## config.mk

```make
export PLATFORM = sky130hd
export DESIGN_NAME = counter_fifo_writer
export DESIGN_NICKNAME = d
export VERILOG_FILES = /design/src/rtl/counter_fifo_pkg.sv /design/src/rtl/counter_fifo_writer.sv
export SDC_FILE = /design/constraint.sdc
export NUM_CORES = 1
export LEC_CHECK = 0
export ABC_AREA = 1
export BUFFER_PORTS_ARGS = -buffer_cell sky130_fd_sc_hd__buf_2
export CELL_PAD_IN_SITES_DETAIL_PLACEMENT = 1
export CELL_PAD_IN_SITES_GLOBAL_PLACEMENT = 2
export CORE_AREA = 2 2 99 101
export CTS_BUF_LIST = sky130_fd_sc_hd__clkbuf_4
export CTS_CLUSTER_SIZE = 40
export DETAILED_ROUTE_END_ITERATION = 8
export DIE_AREA = 0 0 101 103
export GPL_TIMING_DRIVEN = 0
export PLACE_DENSITY = 0.85
export SYNTH_ARGS = -nofsm -noshare
export SYNTH_HDL_FRONTEND = slang
export SYNTH_SLANG_ARGS = --single-unit
```

## constraint.sdc

```tcl
create_clock -name CLK -period 2.9 [get_ports CLK]
set_clock_uncertainty 0.15 [all_clocks]
set_input_delay 0.58 -clock CLK [delete_from_list [all_inputs] [get_ports CLK]]
set_output_delay 0.58 -clock CLK [all_outputs]
set_load 0.02 [all_outputs]
```

## src/rtl/counter_fifo_pkg.sv

```systemverilog
// Shared definitions for the counter FIFO writer: FSM state encoding,
// default parameter values and a constant-width helper.
package counter_fifo_pkg;

    typedef enum logic [1:0] {
        IDLE  = 2'd0,
        WRITE = 2'd1,
        GAP   = 2'd2
    } state_t;

    localparam int DATA_WIDTH_DEF = 32;
    localparam int BURST_LEN_DEF  = 16;
    localparam int GAP_CYCLES_DEF = 4;

    // Ceiling log2, used to size the word and gap counters at elaboration.
    function automatic int clog2(input int value);
        int r;
        r = 0;
        for (int i = 0; i < 31; i++) begin
            if ((1 << i) < value) begin
                r = i + 1;
            end
        end
        return r;
    endfunction

endpackage

```

## src/rtl/counter_fifo_writer.sv

```systemverilog
// Incrementing-count pattern source that writes into a FIFO in fixed-length
// bursts separated by programmable idle gaps, honouring FIFO full.
module counter_fifo_writer
    import counter_fifo_pkg::*;
#(
    parameter int DATA_WIDTH = DATA_WIDTH_DEF,
    parameter int BURST_LEN  = BURST_LEN_DEF,
    parameter int GAP_CYCLES = GAP_CYCLES_DEF,
    parameter int BCNT_WIDTH = 16
) (
    input  logic                  CLK,
    input  logic                  RESET,
    input  logic                  START,
    input  logic                  STOP,
    input  logic                  FIFO_FULL,
    output logic                  FIFO_WE,
    output logic [DATA_WIDTH-1:0] FIFO_DATA,
    output logic                  BUSY,
    output logic                  DONE,
    output logic [BCNT_WIDTH-1:0] BURST_COUNT
);

    // Counters are at least one bit wide so BURST_LEN=1 / GAP_CYCLES<=1 still elaborate.
    localparam int WI_W = (clog2(BURST_LEN) > 0) ? clog2(BURST_LEN) : 1;
    localparam int GC_W = (clog2(GAP_CYCLES) > 0) ? clog2(GAP_CYCLES) : 1;

    localparam logic [WI_W-1:0] LAST_IDX = WI_W'(BURST_LEN - 1);
    localparam logic [GC_W-1:0] GAP_LAST = GC_W'((GAP_CYCLES > 0) ? (GAP_CYCLES - 1) : 0);

    state_t                state;
    logic [DATA_WIDTH-1:0] count;
    logic [WI_W-1:0]       word_idx;
    logic [GC_W-1:0]       gap_cnt;
    logic                  stop_pend;
    logic                  busy_r;
    logic                  done_r;
    logic [BCNT_WIDTH-1:0] burst_count;

    // Write strobe is combinational on FIFO_FULL so a write never hits a full FIFO.
    assign FIFO_WE     = (state == WRITE) && !FIFO_FULL;
    assign FIFO_DATA   = count;
    assign BUSY        = busy_r;
    assign DONE        = done_r;
    assign BURST_COUNT = burst_count;

    // Burst FSM with its word, gap and burst counters and the sticky stop request.
    always_ff @(posedge CLK) begin
        if (RESET) begin
            state       <= IDLE;
            count       <= '0;
            word_idx    <= '0;
            gap_cnt     <= '0;
            stop_pend   <= 1'b0;
            busy_r      <= 1'b0;
            done_r      <= 1'b0;
            burst_count <= '0;
        end else begin
            done_r <= 1'b0;
            case (state)
                IDLE: begin
                    if (START) begin
                        state     <= WRITE;
                        busy_r    <= 1'b1;
                        word_idx  <= '0;
                        stop_pend <= STOP;
                    end
                end

                WRITE: begin
                    if (!FIFO_FULL) begin
                        count <= count + DATA_WIDTH'(1);
                        if (word_idx == LAST_IDX) begin
                            burst_count <= burst_count + BCNT_WIDTH'(1);
                            word_idx    <= '0;
                            if (stop_pend || STOP) begin
                                state     <= IDLE;
                                busy_r    <= 1'b0;
                                done_r    <= 1'b1;
                                stop_pend <= 1'b0;
                            end else if (GAP_CYCLES > 0) begin
                                state   <= GAP;
                                gap_cnt <= '0;
                            end
                        end else begin
                            word_idx <= word_idx + WI_W'(1);
                            if (STOP) begin
                                stop_pend <= 1'b1;
                            end
                        end
                    end else if (STOP) begin
                        stop_pend <= 1'b1;
                    end
                end

                GAP: begin
                    if (STOP) begin
                        stop_pend <= 1'b1;
                    end
                    if (gap_cnt == GAP_LAST) begin
                        state    <= WRITE;
                        word_idx <= '0;
                    end else begin
                        gap_cnt <= gap_cnt + GC_W'(1);
                    end
                end

                default: begin
                    state  <= IDLE;
                    busy_r <= 1'b0;
                end
            endcase
        end
    end

endmodule

```

==> results of run 1 <==
## Yosys cell counts (all sizes together) (2+ instances only)
cell type,count
o21bai,2
clkbuf,5
nor3,17
nand4,13
nand3,28
nor2,86
o21ai,19
nand2,100
nor3b,4
xor2,5
a21o,2
o21a,3
ha,8
a211oi,5
and2,2
dfxtp,59
buf,3
a21oi,33
inv,58
a31oi,3
## state kept, by name, summed over array words and instances (netlist names)
| signal | count |
|---|---|
| BUSY | 1 |
| DONE | 1 |
| gap_cnt | 2 |
| word_idx | 4 |
| BURST_COUNT | 16 |
| stop_pend | 1 |
| FIFO_DATA | 32 |
| state | 2 |
## critical path: stages, from the launching register on
cell and delay (ns):
dfxtp_1 0.35, inv_1 0.08, ha_1 0.17, buf_6 0.15
inv_4 0.05, nor2_8 0.13, buf_2 0.18
## area by class of cell
type / instances / share of cell area (%)
Tap cell: 114 / 3.891
Clock inverter: 6 / 1.570
Clock buffer: 9 / 1.843
Multi-Input combinational cell: 332 / 45.87
Inverter: 58 / 6.007
Timing Repair Buffer: 55 / 7.509
Buffer: 8 / 1.092
Sequential cell: 59 / 32.22
## through the flow
stage	area, µm²	util [%]
after CTS	3666	38.76
final	3666	38.76
after global placement	3541	37.43
after floorplan	3123	-
after detailed placement	3541	37.43
after global routing	3666	38.76
## worst max-delay path by stage
stage,startpoint,end,slack (ns),cells after the start
global placement,RESET,FIFO_DATA[1]$_SDFFE_PP0P_,0.86,6
finish,state[1]$_SDFFE_PP0P_,FIFO_WE,0.62,6
global route,state[1]$_SDFFE_PP0P_,FIFO_WE,0.53,6
CTS,state[1]$_SDFFE_PP0P_,FIFO_WE,0.57,6
floorplan,FIFO_DATA[1]$_SDFFE_PP0P_,FIFO_DATA[26]$_SDFFE_PP0P_,1.20,8
detailed placement,RESET,FIFO_DATA[1]$_SDFFE_PP0P_,0.80,6
## cells in the final DEF (no fill, tap or decap), drive strengths merged
master	synthesis	layout
clkinv	0	5
o21a	3	3
a21oi	33	33
nor2	86	86
inv	58	58
nand3	28	28
o21bai	2	2
nand4	13	13
nor4	1	1
bufinv	0	1
a21o	2	2
a31oi	3	3
dfxtp	59	59
nand2	100	100
buf	3	58
clkbuf	5	14
xnor2	1	1
and2	2	2
nor3	17	17
xor2	5	5
o21ai	19	19
a211oi	5	5
nor3b	4	4
ha	8	8
## metal layers
| layer | up-vias | GRT usage, % | share of wire [%] |
|---|---|---|---|
| met5 | - | 0 | 0 |
| li1 | 1611 | - | - |
| met2 | 40 | 30.67 | 48 |
| met1 | 1492 | 23.37 | 48 |
| met3 | 9 | 2.712 | 2.5 |
| met4 | 0 | 6.861 | 1.6 |
## kinds of logic (layout without fill, tap and decap cells)
family / count (synthesis) / count (layout) / synth area share (%)
AO/OA/AOI/OAI: 67 / 67 / 11.82
buffers and inverters: 66 / 136 / 8.333
XOR/XNOR: 6 / 6 / 1.683
AND/OR/NAND/NOR: 251 / 251 / 37.14
adder cells (fa/ha/maj): 8 / 8 / 3.205
flip-flops: 59 / 59 / 37.82
## power groups by stage
stage | clock network [µW] | registers [µW] | logic [µW]
2_1_floorplan | 0 | 863 | 125
3_3_place_gp | 0 | 859 | 179
3_5_place_dp | 0 | 859 | 185
4_1_cts | 607 | 841 | 186
5_1_grt | 641 | 845 | 208
6_report | 587 | 841 | 183
==> run summary, run 1 <==
final worst-path cycle share: 78.62%
WP data required: 2.17 ns
FF-to-FF setup slack: 0.92 ns
worst setup path category: register to primary output
post-synth top area share: 37.82%
Clock Path Buffers: 2
Setup WS pre-CTS: 0.7971 ns
io pins: 56
CP Capture Type: primary output
Yosys top cell by area: dfxtp_1
max_cap viols: 0
worst vdd ir: 0.0002726 V
fillcell total: 1263
hold depth: 2
Clock Latency Late Sink: 0.43 ns
Reg clk slew, reported paths: 0.10 ns
RSZ-0062 raised after global routing: no
Post-CTS Setup Inserts: 0
Die Y-Extent: 103 µm
CTS buffer count: 9
Clock Sinks: 59
ys async rst share: 0%
Final nets: 536
Finished Layout Cells: 641
# rows: 36
final hold violations: 0
layout cell share with drive strength beyond 1: 18.03%
R2R Path Start: state[1]$_SDFFE_PP0P_
actual slew at the worst max-slew pin: 0.6686 ns
Post-Syn Area: 3123 µm²
PnR Total Power: 1611 µW
Combinational Power Share: 11.4%
worst min path class: register to register
final HPWL from detailed placement: 6922 µm
beginning of the worst hold path: gap_cnt[1]$_SDFFE_PP0P_
Syn-to-layout area delta: 17.39%
Fmax: 438.6 MHz
total wire length: 9003 µm
Post-synth EDFFs: 0
worst hold slack: 0.3335 ns
GR Util All Layers: 18.09%
Pleak: 0.001586 µW
Antenna Nets Post-Route: 0
detailed-route DRC error count: 0
DRT Pass-1 Iters: 4
Reg2Reg Depth: 10
clock power share: 36.4%
die width: 101 µm
max-slew violation count: 0
Via-to-Cell Ratio: 4.917
post-CTS sizing: 0
post-DR wirelength/cell: 14.05 µm
post-synthesis sequential area ratio: 37.82%
routed vias: 3152
I/O Buffers: 55
CP arrival: 1.55 ns
Worst slew margin: 55.42%
Internal Power: 1137 µW
Switching Fraction: 29.41%
Starting Density: 33.02%
post-placement cell count: 626
Cells after Synth: 457
Placer Congestion: 0.7809
diode count: 0
initial antenna violation count: 0
syn avg cell area: 6.834 µm²
Initial DRC Count: 54
Post-Syn Nets: 470
sequential power share: 52.2%
min Tclk post-route: 2.280 ns
top cells by area, synth: dfxtp_1 38%, nand2_1 12%, nor2_1 8.8%, inv_1 6.7%, a21oi_1 5.3%
global-route wire length before repair: 14700 µm
Root Driver: clkbuf_4
crit start category: register
gr ovfl total: 0
Critical Path Fanout Max: 9
reg2reg end: state[1]$_SDFFE_PP0P_
CTS tree: yes
Setup TNS Final: 0 ns
synth warn: 0
pwr dens: 439.5 nW/µm²
hold buffers post-CTS: 0
vias in the first global route: 3076
DIE AREA: 10400 µm²
Psw: 473.8 µW
Clock H-tree levels: 3
largest net degree at the start of global routing: 11
Reg area: 1181 µm²
core area: 9459 µm²
final worst slack: 0.6200 ns
multi-input logic area: 1682 µm²
Main synth FF type: dfxtp_1
register bit total from synthesis: 59
status: complete, no violations
Hold EP: gap_cnt[1]$_SDFFE_PP0P_
Final setup viols: 0
Yosys cell types: 33
Power figures use the tool's default switching activity.
==> inputs of run 2 (changes only) <==
--- a/config.mk
+++ b/config.mk
@@ -9,13 +9,13 @@
 export BUFFER_PORTS_ARGS = -buffer_cell sky130_fd_sc_hd__buf_2
 export CELL_PAD_IN_SITES_DETAIL_PLACEMENT = 1
 export CELL_PAD_IN_SITES_GLOBAL_PLACEMENT = 2
-export CORE_AREA = 2 2 99 101
+export CORE_AREA = 2 2 109 111
 export CTS_BUF_LIST = sky130_fd_sc_hd__clkbuf_4
 export CTS_CLUSTER_SIZE = 40
 export DETAILED_ROUTE_END_ITERATION = 8
-export DIE_AREA = 0 0 101 103
+export DIE_AREA = 0 0 111 113
 export GPL_TIMING_DRIVEN = 0
-export PLACE_DENSITY = 0.85
+export PLACE_DENSITY = 0.75
 export SYNTH_ARGS = -nofsm -noshare
 export SYNTH_HDL_FRONTEND = slang
 export SYNTH_SLANG_ARGS = --single-unit
==> constraint.sdc (replaced) <==
create_clock -name CLK -period 2 [get_ports CLK]
set_clock_uncertainty 0.15 [all_clocks]
set_input_delay 0.4 -clock CLK [delete_from_list [all_inputs] [get_ports CLK]]
set_output_delay 0.4 -clock CLK [all_outputs]
set_load 0.02 [all_outputs]
==> run summary, run 2 (synthesis gave the netlist of run 1 again) <==
status: complete, no violations
gr ovfl total: 0 (unchanged)
CTS tree: yes
post-placement cell count: 655 (+4.6%)
GR Util All Layers: 16.04% (-2.1 points)
CP Capture Type: primary output
pwr dens: 619.4 nW/µm² (+41%)
global-route wire length before repair: 16220 µm (+10%)
Starting Density: 27.71% (-5.3 points)
Final nets: 544 (+1.5%)
vias in the first global route: 3328 (+8.2%)
fillcell total: 1483 (+17%)
# rows: 39 (+8.3%)
Initial DRC Count: 87 (+61%)
Root Driver: clkbuf_4
Critical Path Fanout Max: 4 (-5)
RSZ-0062 raised after global routing: yes
initial antenna violation count: 0 (unchanged)
hold buffers post-CTS: 0 (unchanged)
actual slew at the worst max-slew pin: 0.6979 ns (+0.02930 ns)
met2 WL post-DR: 4774 µm (+11%)
Clock Path Buffers: 2 (unchanged)
multi-input logic area: 1749 µm² (+4.0%)
Antenna Nets Post-Route: 0 (unchanged)
Pleak: 0.001641 µW (+3.5%)
I/O Buffers: 55 (unchanged)
Clock Latency Late Sink: 0.43 ns (about the same)
max-slew violation count: 0 (unchanged)
Via-to-Cell Ratio: 4.764 (-3.1%)
WP data required: 1.45 ns (-0.72 ns)
total wire length: 9661 µm (+7.3%)
Clock Sinks: 59 (unchanged)
routed vias: 3235 (+2.6%)
worst setup path category: register to primary output
final hold violations: 0 (unchanged)
DR top layer: met4
number of flip-flops in the largest register: 32 (unchanged)
final worst-path cycle share: 94.79%
Syn-to-layout area delta: 23.00%
crit start category: register
PnR Total Power: 2379 µW (+48%)
core area: 11270 µm² (+19%)
worst vdd ir: 0.0002560 V (-6.1%)
io pins: 56 (unchanged)
Reg clk slew, reported paths: 0.11 ns (about the same)
DIE AREA: 12540 µm² (+21%)
min Tclk post-route: 1.896 ns
Die Y-Extent: 113 µm (+9.7%)
Finished Layout Cells: 679 (+5.9%)
leading cell type in the layout, fill and taps excluded: nand2_1
final HPWL from detailed placement: 7307 µm (+5.6%)
layout cell share with drive strength beyond 1: 21.27% (+3.2 points)
largest net degree at the start of global routing: 11 (unchanged)
Final setup viols: 0 (unchanged)
worst min path class: input port to register
Fmax: 527.5 MHz
die width: 111 µm (+9.9%)
post-DR wirelength/cell: 14.23 µm (+1.3%)
Worst slew margin: 53.47% (-2.0 points)
Reg area: 1185 µm² (+0.32%)
diode count: 0 (unchanged)
detailed-route DRC error count: 0 (unchanged)
CTS buffer count: 9 (unchanged)
M1 WL: 4299 µm (-0.83%)
max_cap viols: 0 (unchanged)
Placer Congestion: 0.7867 (+0.74%)
most frequent cells in the layout: 94 x nand2_1, 70 x nor2_1, 56 x dfxtp_1, 56 x buf_2, 54 x inv_1
CP arrival: 1.35 ns (-0.20 ns)
Clock H-tree levels: 3 (unchanged)
DRT Pass-1 Iters: 4 (unchanged)
metal3 WL: 419 µm (+88%)
[run 2: changes by cell type in the layout (fill, tap and decap cells not counted), moves of 2 or more]
cell / change
clkinv_1: +2
nand2_1: -2
nor2_4: +3
inv_2: +2
dfxtp_1: -3
inv_1: -2
nor2_1: -3
dfxtp_2: +3
buf_4: +8
nand2_2: +2
[run 2: area by class of cell]
type | count | area share, %
buffer | 8 | 1.042
multi-input combinational | 332 | 45.54
clock inverter | 7 | 1.531
timing repair buffer | 63 | 8.893
inverter | 58 | 5.733
tap | 143 | 4.658
clock buffer | 9 | 1.759
sequential | 59 | 30.85
[run 2: layer usage]
| layer | track usage [%] | up-vias |
|---|---|---|
| li1 | - | 1633 |
| met1 | 19.13 | 1538 |
| met2 | 27.20 | 53 |
| met3 | 5.035 | 11 |
| met4 | 6.000 | 0 |
| met5 | 0 | - |
[run 2: report_power, final]
group / switching (µW) / total, µW / internal [µW] / leakage, µW
logic: 197 / 305 / 107 / 0.00110
registers: 24.3 / 1220 / 1200 / 0.000477
clock network: 486 / 850 / 364 / 0.0000682
[run 2: through the flow]
step	utilization (%)	hold WS, ns	worst slack, ns	area [µm²]	setup TNS [ns]
final	34.08	0.2072	0.1042	3841	0
after global routing	34.08	0.1992	-0.02578	3841	-0.04085
after CTS	33.26	0.1760	0.008483	3749	0
after detailed placement	31.73	0.3160	0.02521	3577	0
after global placement	31.73	0.3103	0.08602	3577	0
after floorplan	-	0.2991	0.3037	3123	0
[run 2: timing repair]
| action | in CTS | in global routing |
|---|---|---|
| endpoints found under the hold margin | 0 | 0 |
| gates resized for setup | 8 | 13 |
| endpoints found under the setup margin | 1 | 28 |
| cloned | 0 | 0 |
| pin swaps | 1 | 5 |
| setup buffers | 3 | 5 |
[run 2: worst paths after layout]
check,start,end,slack (ns),cells past startpoint
min reg2reg,gap_cnt[1]$_SDFFE_PP0P_,gap_cnt[1]$_SDFFE_PP0P_,0.34,2
min,STOP,state[1]$_SDFFE_PP0P_,0.21,4
max,state[1]$_SDFFE_PP0P_,FIFO_WE,0.10,6
max reg2reg,state[1]$_SDFFE_PP0P_,FIFO_DATA[23]$_SDFFE_PP0P_,0.13,11
[run 2: critical path, stage by stage, from the launching register on]
cell     delay, ns
dfxtp_2       0.36
inv_2         0.05
ha_4          0.15
buf_6         0.12
inv_4         0.07
nor2_8        0.04
buf_6         0.13
